## src/rtl/adxl362_spi_sequencer.sv

```systemverilog
// ADXL362 bring-up and periodic XDATA/YDATA burst reader on top of a
// byte-level SPI engine; owns CS framing, gaps, update timing and timeouts.
module adxl362_spi_sequencer #(
    parameter int SYSCLK_FREQUENCY_HZ    = 100000000,
    parameter int UPDATE_FREQUENCY_HZ    = 1000,
    parameter int SOFT_RESET_WAIT_CYCLES = 50000,
    parameter int CS_GAP_CYCLES          = 10,
    parameter int TIMEOUT_CYCLES         = 4096
) (
    input  logic       clk,
    input  logic       reset,
    output logic       spi_start,
    output logic [7:0] spi_tx_byte,
    input  logic       spi_busy,
    input  logic       spi_done,
    input  logic [7:0] spi_rx_byte,
    output logic       spi_cs,
    output logic [7:0] x_accel,
    output logic [7:0] y_accel,
    output logic       sample_valid,
    output logic       config_done,
    output logic       error
);

    localparam int PERIOD   = SYSCLK_FREQUENCY_HZ / UPDATE_FREQUENCY_HZ;
    localparam int PW       = $clog2(PERIOD + 1);
    localparam int WAIT_MAX = (SOFT_RESET_WAIT_CYCLES > CS_GAP_CYCLES) ?
                              SOFT_RESET_WAIT_CYCLES : CS_GAP_CYCLES;
    localparam int WW       = $clog2(WAIT_MAX + 1);
    localparam int TW       = $clog2(TIMEOUT_CYCLES + 1);

    localparam logic [2:0] S_CS_SETUP   = 3'd0;
    localparam logic [2:0] S_SEND       = 3'd1;
    localparam logic [2:0] S_WAIT_DONE  = 3'd2;
    localparam logic [2:0] S_CS_RELEASE = 3'd3;
    localparam logic [2:0] S_GAP        = 3'd4;
    localparam logic [2:0] S_WAIT_SR    = 3'd5;
    localparam logic [2:0] S_WAIT_TICK  = 3'd6;

    localparam logic [1:0] FR_SR  = 2'd0;
    localparam logic [1:0] FR_PWR = 2'd1;
    localparam logic [1:0] FR_RD  = 2'd2;

    logic [2:0]    state;
    logic [1:0]    frame;
    logic [1:0]    byte_idx;
    logic [WW-1:0] wait_cnt;
    logic [TW-1:0] tmo_cnt;
    logic [PW-1:0] tick_cnt;
    logic          pending;
    logic [7:0]    x_buf;
    logic          tick;
    logic          last_byte;
    logic          tmo_hit;

    function automatic logic [7:0] frame_byte(input logic [1:0] fr,
                                              input logic [1:0] idx);
        case ({fr, idx})
            {FR_SR, 2'd0}:  frame_byte = 8'h0A;
            {FR_SR, 2'd1}:  frame_byte = 8'h1F;
            {FR_SR, 2'd2}:  frame_byte = 8'h52;
            {FR_PWR, 2'd0}: frame_byte = 8'h0A;
            {FR_PWR, 2'd1}: frame_byte = 8'h2D;
            {FR_PWR, 2'd2}: frame_byte = 8'h02;
            {FR_RD, 2'd0}:  frame_byte = 8'h0B;
            {FR_RD, 2'd1}:  frame_byte = 8'h08;
            default:        frame_byte = 8'h00;
        endcase
    endfunction

    assign tick      = config_done && (tick_cnt == PW'(PERIOD - 1));
    assign last_byte = byte_idx == ((frame == FR_RD) ? 2'd3 : 2'd2);
    assign tmo_hit   = tmo_cnt == TW'(TIMEOUT_CYCLES - 1);

    always_ff @(posedge clk or posedge reset) begin
        if (reset) begin
            state        <= S_CS_SETUP;
            frame        <= FR_SR;
            byte_idx     <= 2'd0;
            wait_cnt     <= '0;
            tmo_cnt      <= '0;
            tick_cnt     <= '0;
            pending      <= 1'b0;
            x_buf        <= 8'h00;
            spi_start    <= 1'b0;
            spi_tx_byte  <= 8'h00;
            spi_cs       <= 1'b1;
            x_accel      <= 8'h00;
            y_accel      <= 8'h00;
            sample_valid <= 1'b0;
            config_done  <= 1'b0;
            error        <= 1'b0;
        end else begin
            spi_start    <= 1'b0;
            sample_valid <= 1'b0;
            // Update timer only runs while configured and restarts from 0.
            if (config_done)
                tick_cnt <= tick ? '0 : tick_cnt + 1'b1;
            else
                tick_cnt <= '0;
            if (!config_done)
                pending <= 1'b0;
            else if (tick && state != S_WAIT_TICK)
                pending <= 1'b1;

            case (state)
                S_CS_SETUP: begin
                    spi_cs   <= 1'b0;
                    byte_idx <= 2'd0;
                    state    <= S_SEND;
                end
                S_SEND: begin
                    if (!spi_busy) begin
                        spi_start   <= 1'b1;
                        spi_tx_byte <= frame_byte(frame, byte_idx);
                        tmo_cnt     <= '0;
                        state       <= S_WAIT_DONE;
                    end
                end
                S_WAIT_DONE: begin
                    if (spi_done) begin
                        if (frame == FR_RD && byte_idx == 2'd2)
                            x_buf <= spi_rx_byte;
                        if (last_byte) begin
                            spi_cs   <= 1'b1;
                            wait_cnt <= '0;
                            state    <= S_CS_RELEASE;
                            if (frame == FR_RD) begin
                                x_accel      <= x_buf;
                                y_accel      <= spi_rx_byte;
                                sample_valid <= 1'b1;
                            end
                        end else begin
                            byte_idx <= byte_idx + 2'd1;
                            state    <= S_SEND;
                        end
                    end else if (tmo_hit) begin
                        // Sensor went silent: drop config and re-run bring-up.
                        spi_cs      <= 1'b1;
                        error       <= 1'b1;
                        config_done <= 1'b0;
                        frame       <= FR_SR;
                        wait_cnt    <= '0;
                        state       <= S_GAP;
                    end else begin
                        tmo_cnt <= tmo_cnt + 1'b1;
                    end
                end
                S_CS_RELEASE: begin
                    wait_cnt <= wait_cnt + 1'b1;
                    state    <= (frame == FR_SR) ? S_WAIT_SR : S_GAP;
                end
                S_WAIT_SR: begin
                    wait_cnt <= wait_cnt + 1'b1;
                    if (wait_cnt >= WW'(SOFT_RESET_WAIT_CYCLES - 1)) begin
                        frame <= FR_PWR;
                        state <= S_CS_SETUP;
                    end
                end
                S_GAP: begin
                    wait_cnt <= wait_cnt + 1'b1;
                    if (wait_cnt >= WW'(CS_GAP_CYCLES - 1)) begin
                        if (frame == FR_SR) begin
                            state <= S_CS_SETUP;
                        end else begin
                            config_done <= 1'b1;
                            state       <= S_WAIT_TICK;
                        end
                    end
                end
                S_WAIT_TICK: begin
                    if (tick || pending) begin
                        pending <= 1'b0;
                        frame   <= FR_RD;
                        state   <= S_CS_SETUP;
                    end
                end
                default: state <= S_CS_SETUP;
            endcase
        end
    end

endmodule
```

## config.mk

```make
export PLATFORM = sky130hd
export DESIGN_NAME = adxl362_spi_sequencer
export DESIGN_NICKNAME = d
export VERILOG_FILES = /design/src/rtl/adxl362_spi_sequencer.sv
export SDC_FILE = /design/constraint.sdc
export NUM_CORES = 1
export LEC_CHECK = 0
export ABC_AREA = 1
export BUFFER_PORTS_ARGS = -buffer_cell sky130_fd_sc_hd__buf_2
export CAP_MARGIN = 20
export CORE_MARGIN = 5
export CORE_UTILIZATION = 64
export CTS_CLUSTER_DIAMETER = 100
export DETAILED_ROUTE_END_ITERATION = 8
export HOLD_SLACK_MARGIN = 0.1
export PLACE_DENSITY_LB_ADDON = 0.1
export SLEW_MARGIN = 20
export SYNTH_ARGS = -nofsm -noshare
export SYNTH_HDL_FRONTEND = slang
export SYNTH_SLANG_ARGS = --single-unit
```

## constraint.sdc

```tcl
create_clock -name clk -period 6 [get_ports clk]
set_input_delay 0.6 -clock clk [delete_from_list [all_inputs] [get_ports clk]]
set_output_delay 0.6 -clock clk [all_outputs]
set_load 0.02 [all_outputs]
```

Yosys cells after proc, flatten, opt, wreduce, memory -nomap -nowiden
Memory sizes are Yosys's and may differ from the RTL's. A register that Yosys moved wholly into a read port is not among the register bits. Index checks and enable logic that the tools add are counted.

Flip-flop bits (word level): 91. Bits in latches: 0. Memory bits (writable): 0. Bits in read-only memories: 112. Memories: 1.

Memory list: (name not given) (words 16, width 7, read ports 1, clocked after memory_dff 1, wr ports 0, line 58) `case ({fr, idx})`.

Add/sub/neg operators: 4. $mul: 0. Divide/modulo/power cells: 0. Order comparisons: 2. Equal/unequal tests: 24. Shift operators: 0. Muxes and demuxes: 48. Bitwise logic cells: 2. Reduce and logical (&&, ||, !) cells: 23.

Operators with widths (count): $mux W16 (3); $mux W13 (3); $mux W17 (2); $pmux W16 S2 (1); $pmux W13 S2 (1); $mux W3 (7); $pmux W3 S7 (1); $ne A2 B2 Y1 const B (10); $mux W1 (19); $add A17 B1 Y17 const B (1); $eq A17 B17 Y1 const B (1); $add A16 B1 Y16 const B (1); $ge A16 B16 Y1 const B (1); $ge A16 B4 Y1 const B (1); $reduce_and A3 Y1 (5); $reduce_and A5 Y1 (3); $mux W2 (7); $add A13 B1 Y13 const B (1); $eq A13 B12 Y1 const B (1); $eq A3 B3 Y1 const B (3); $ne A3 B3 Y1 const B (3); $reduce_and A4 Y1 (2); $reduce_bool A2 Y1 (4); $eq A3 B2 Y1 const B (2); 15 further kinds (20).

Logic depth before layout (Yosys ltp)
Word-level depth: 7. Mapped depth: 10. Depth with buffers taken out: 10.

Worst setup path after synthesis
Ideal clock, no wire load.

Kind: register to register. From: reg tmo_cnt[0]. To: reg tmo_cnt[2]. Setup time: 0.127 ns. Arrival: 1.449 ns. Data required time: 5.873 ns. Setup slack: 4.424 ns. Cell stages (with the launch flop): 9. Path buffers: 1. Cell sequence: dfrtp_1 > ha_1 > nand3_1 > nor2_1 > nand2_1 > nand2_1 > a21oi_4 > buf_4 > o21ai_0.

Longest elaborated chain between the ends: 4. Elaborated cells between the ends (all ways): 7. Those cells by class: add/sub: 1; eq/ne: 2; mux: 3; reduce/logical: 1.

RTL lines: start, declared (line 48) `logic [TW-1:0] tmo_cnt;`; start signal, assigned (line 146) `tmo_cnt <= tmo_cnt + 1'b1;`; $add A13 B1 Y13 (line 146); $mux W13 (line 137) `end else if (tmo_hit) begin`; $mux W13 (line 121) `if (spi_done) begin`; $pmux W13 S2 (line 106) `case (state)`.

Several ways; a longest one is shown, not always the timed one. The select of a mux whose other input is x is not followed. A chain may end at the register's enable or synchronous reset.

Final worst setup path
From: reg state[0]. To: reg x_accel[4].

Longest elaborated chain between the ends: 2.

RTL lines: start, declared (line 44) `logic [2:0] state;`; start signal, assigned (line 151) `state <= (frame == FR_SR) ? S_WAIT_SR : S_GAP;`; $eq A3 B2 Y1 (line 106); $reduce_and A4 Y1 (no line); end signal, assigned (line 129) `x_accel <= x_buf;`; end, declared (line 18) `output logic [7:0] x_accel,`.

No other way between the ends.

==> out/metrics.sh <==
VIA_COUNT_NORMALIZED_BY_INSTANCE_COUNT=5.368
YOSYSUNIQUECELLTYPES=41
FP.DIEAREA_MM2=0.009360
ACTUAL_TRANSITION_AT_THE_WORST_MAX_TRANSITION_PIN_PS=1055
TIMING_WORST_SETUP_PATH_TYPE='flop to flop'
POST_DRT_WL_PER_CELL_UM=12.72
SLEW_HEADROOM_PCT=29.69
ANT_NETS=0
POST_SYNTH_MAIN_AREA_CONTRIBUTORS='sky130_fd_sc_hd__dfrtp_1, sky130_fd_sc_hd__nand2_1, sky130_fd_sc_hd__nand3_1'
POST_CTS.REPAIR.SETUP_BUFFERS=0
DR.PASS1.ITERS=5
SETUP_VIOLATIONS=0
SETUP.WORST_PATH.END_CLASS='flop'
WIRELENGTH_UM=9550
PLACE_CONGESTION=0.9068
GRT_ANTENNA_BEFORE_REPAIR=0
WORST_IR_DROP_VDD_mV=0.2275
FLOORPLAN.CORE_AREA_MM2=0.007292
WORST_CLOCK_SKEW_PS=13.57
CTS-ROOT-BUF='sky130_fd_sc_hd__clkbuf_8'
DPL.HPWL_UM=6959
SYNTH.YOSYS.SEQ_AREA_SHARE_PCT=46.79
PORT_BUFFERS=39
LAYOUT_MIN_CYCLE_TIME_PS=2253
POWER_SWITCHING_uW=663.7
YOSYS.AREA_SHARE.ADDER_PCT=2.338
COMBINATIONAL_FAMILY_WITH_THE_MOST_AREA_AFTER_SYNTHESIS='simple AND/OR/NAND/NOR gates'
MAX_CAP_VIOL_COUNT=0
FINAL_NET_COUNT=668
SYNTH_COMPOUND_AREA_SHARE_PCT=8.236
SYNTH.CELL_AREA_MM2=0.004816
GRT_PASS1_WL_UM=17100
PERIOD_SHARE_PCT=37.55
CP-START-KIND='flop'
GROWTH_OF_DESIGN_AREA_FROM_SYNTHESIS_TO_FINISH_PCT=8.859
ROWS=31
SYNTH_AREA_PER_CELL_UM2=7.947
YS_WARN_COUNT=0
POST_SYNTH_XOR_AREA_FRACTION_PCT=4.547
SETUP_TOTAL_NEGATIVE_SLACK_PS=0
CELL_TYPE_CONTRIBUTING_THE_MOST_TOTAL_CELL_AREA_AFTER_SYNTHESIS='sky130_fd_sc_hd__dfrtp_1'
SWITCHING_SHARE_PCT=40.12
GRT_UTIL_ALL_LAYERS_PCT=21.31
STATUS='completed'
DRIVE_GT1_SHARE_PCT=14.26
DRT_DRC_VIOLATIONS_LEFT=0
ASYNC_FLOP_SHARE_PCT=100.0
FINAL-HOLD-VIOLATION-COUNT=0
WORST_HOLD_PATH_TYPE='input port to async pin'
CLOCK_TREE.BUFFER_DEPTH=2
INITIAL_UTILIZATION_PCT=66.04
CHIPWIDTH_UM=96.75
P_SEQ_SHARE_PCT=45.6
MAX_FREQ_MHz=443.9
MAXIMUM_NUMBER_OF_PINS_ON_ONE_NET_BEFORE_GLOBAL_ROUTE_REPAIR=91
H-TREE-DEPTH=3
WHS_PS=442.8
DRTITER0DRC=203
SYNTHMUXAREASHARE_PCT=0
CLK_TRANSITION_REPORTED_PATHS_PS=90
POST-SYNTH-TOP-AREA-FRACTION_PCT=46.25
POWER_PER_CELL_AREA_mW_PER_MM2=315.6
CRIT-REG2REG-LAUNCH='state[0]$_DFFE_PP0P_'
SYNTH_EDF_COUNT=0
SYNTHESIZED_NETS=627
POWER.INTERNAL_uW=990.7
YS.FLOP_TYPE='sky130_fd_sc_hd__dfrtp_1'
SYNTH.FF_LATCH_COUNT=90
WORST-R2R-SETUP-SLACK_PS=3750
CTS_MADE_BUFFERS=9
TRITONCTS='yes'
IOS=41
WORSTSETUPSTARTPOINT='state[0]$_DFFE_PP0P_'
WORST-ENDPOINT-ARRIVAL_PS=2490
GRT_OVERFLOW_TOTAL=0
ROUTE.VIAS.TOTAL=4031
SHARE_CLK_OF_TOTAL_POWER_PCT=23.2
NUMBER_OF_ANTENNA_CELLS_INSERTED=0
POST_CTS.RESIZED_INSTANCES=0
POWER.STATIC_LEAKAGE_uW=0.002610
SETUP_REPAIR_AFTER_GLOBAL_ROUTING_MISSED_ITS_MARGIN='false'
SYNTH-SIMPLE-AREA-SHARE_PCT=31.02
WORSTPATHMAXFANOUT=25
CTS_HOLD_BUFFERS=0
WORST_EP_REQUIRED_TIME_PS=6240
DIE-HEIGHT_UM=96.75
FIRST_GLOBAL_VIAS=3835
CLK_LATENCY_PS=360
SYN_INST=606
POWER_FRAC_COMB_PCT=31.2
CLOCK_SINKS=90
REPORT.FINAL.SLEW_VIOL_COUNT=0
-- worst max-delay path, cell delays in order, from the launching register on --
cell,delay (ps)
sky130_fd_sc_hd__dfrtp_1,430
sky130_fd_sc_hd__inv_2,90
sky130_fd_sc_hd__nand3_2,240
sky130_fd_sc_hd__nor2_2,60
sky130_fd_sc_hd__nand3_1,100
sky130_fd_sc_hd__or2_1,810
sky130_fd_sc_hd__inv_2,220
sky130_fd_sc_hd__nand2_1,120
sky130_fd_sc_hd__nand2_1,60
-- state kept, by name (all words and copies together), names as in the netlist --
signal	flops
config_done	1
y_accel	8
sample_valid	1
spi_tx_byte	7
tick_cnt	17
frame	2
spi_start	1
state	3
wait_cnt	16
spi_cs	1
x_buf	8
error	1
byte_idx	2
x_accel	8
pending	1
tmo_cnt	13
-- synth_stat cells (2+ instances only) --
cell type,n
sky130_fd_sc_hd__inv_1,55
sky130_fd_sc_hd__or2_2,3
sky130_fd_sc_hd__xnor2_1,4
sky130_fd_sc_hd__o21ai_2,8
sky130_fd_sc_hd__a21oi_1,7
sky130_fd_sc_hd__ha_1,9
sky130_fd_sc_hd__inv_2,10
sky130_fd_sc_hd__o21ai_0,22
sky130_fd_sc_hd__o21ai_1,9
sky130_fd_sc_hd__nor3b_1,4
sky130_fd_sc_hd__nor2_4,2
sky130_fd_sc_hd__o21a_1,3
sky130_fd_sc_hd__nor2_2,2
sky130_fd_sc_hd__nand3b_1,2
sky130_fd_sc_hd__nand3_2,2
sky130_fd_sc_hd__nor3_1,18
sky130_fd_sc_hd__nor2_1,60
sky130_fd_sc_hd__dfrtp_1,89
sky130_fd_sc_hd__nand3_1,47
sky130_fd_sc_hd__nand2_1,184
sky130_fd_sc_hd__buf_6,5
sky130_fd_sc_hd__buf_4,3
sky130_fd_sc_hd__nand2_2,5
sky130_fd_sc_hd__a211oi_1,2
sky130_fd_sc_hd__nand4_1,11
sky130_fd_sc_hd__o21bai_1,5
sky130_fd_sc_hd__xor2_1,21
-- area by class of cell --
type / count / area [um^2]
Sequential cell: 90 / 2253
Tap cell: 99 / 123.9
Clock buffer: 9 / 123.9
Inverter: 66 / 249.0
Timing Repair Buffer: 40 / 206.4
Clock inverter: 7 / 60.06
Multi-Input combinational cell: 440 / 2226
Fill cell: 596 / 2049
-- power groups by stage --
stage / Sequential [uW] / Clock [uW] / Combinational (uW)
after global placement: 760 / 0 / 501
after global routing: 766 / 425 / 580
after floorplan: 776 / 0 / 393
after detailed placement: 765 / 0 / 511
final: 754 / 385 / 516
after CTS: 753 / 397 / 514
-- routing by layer --
layer  up-vias  wire length, um  track usage [%]
met5         -                0                0
met4         0              112            6.803
met3        13              394            4.029
met2       101             4490            34.61
met1      1882             4552            28.97
li1       2035                -                -
-- worst paths after layout --
path / to / cells past startpoint
max: x_accel[4]$_DFFE_PP0P_ / 8
min: spi_start$_DFF_PP0_ / 3
max reg2reg: x_accel[4]$_DFFE_PP0P_ / 8
min reg2reg: tick_cnt[0]$_DFF_PP0_ / 1
max in group asynchronous: wait_cnt[3]$_DFFE_PP0P_ / 3
min in group clk: tick_cnt[0]$_DFF_PP0_ / 1
-- kinds of logic after synthesis --
family                     Yosys count
and+or+nand+nor                    343
DFF                                 90
buffers and inverters               76
AOI/OAI and AO/OA                   62
other                                1
adders and majority gates            9
xor gates and xnor gates            25
-- metrics by stage --
step | setup WS (ps) | cell area, um^2 | cells | total power (uW) | utilization [%]
detailed placement | 3777 | 5055 | 735 | 1276 | 69.32
floorplan | 3066 | 4816 | 606 | 1168 | -
global route | 3499 | 5243 | 751 | 1771 | 71.89
finish | 3747 | 5243 | 751 | 1654 | 71.89
global placement | 3878 | 5055 | 735 | 1261 | 69.32
CTS | 3763 | 5239 | 751 | 1664 | 71.84
-- cells in the final DEF (no fill, tap or decap), types with 5 or more instances in the layout --
cell                         n
sky130_fd_sc_hd__a21oi_1     7
sky130_fd_sc_hd__buf_2      39
sky130_fd_sc_hd__clkbuf_8    9
sky130_fd_sc_hd__dfrtp_1    89
sky130_fd_sc_hd__ha_1        9
sky130_fd_sc_hd__inv_1      54
sky130_fd_sc_hd__inv_2      10
sky130_fd_sc_hd__nand2_1   184
sky130_fd_sc_hd__nand2_2     5
sky130_fd_sc_hd__nand3_1    47
sky130_fd_sc_hd__nand4_1    11
sky130_fd_sc_hd__nor2_1     60
sky130_fd_sc_hd__nor3_1     18
sky130_fd_sc_hd__o21ai_0    22
sky130_fd_sc_hd__o21ai_1     9
sky130_fd_sc_hd__o21ai_2     8
sky130_fd_sc_hd__o21bai_1    5
sky130_fd_sc_hd__xor2_1     21
No activity file was read; power rests on OpenSTA's default activity.
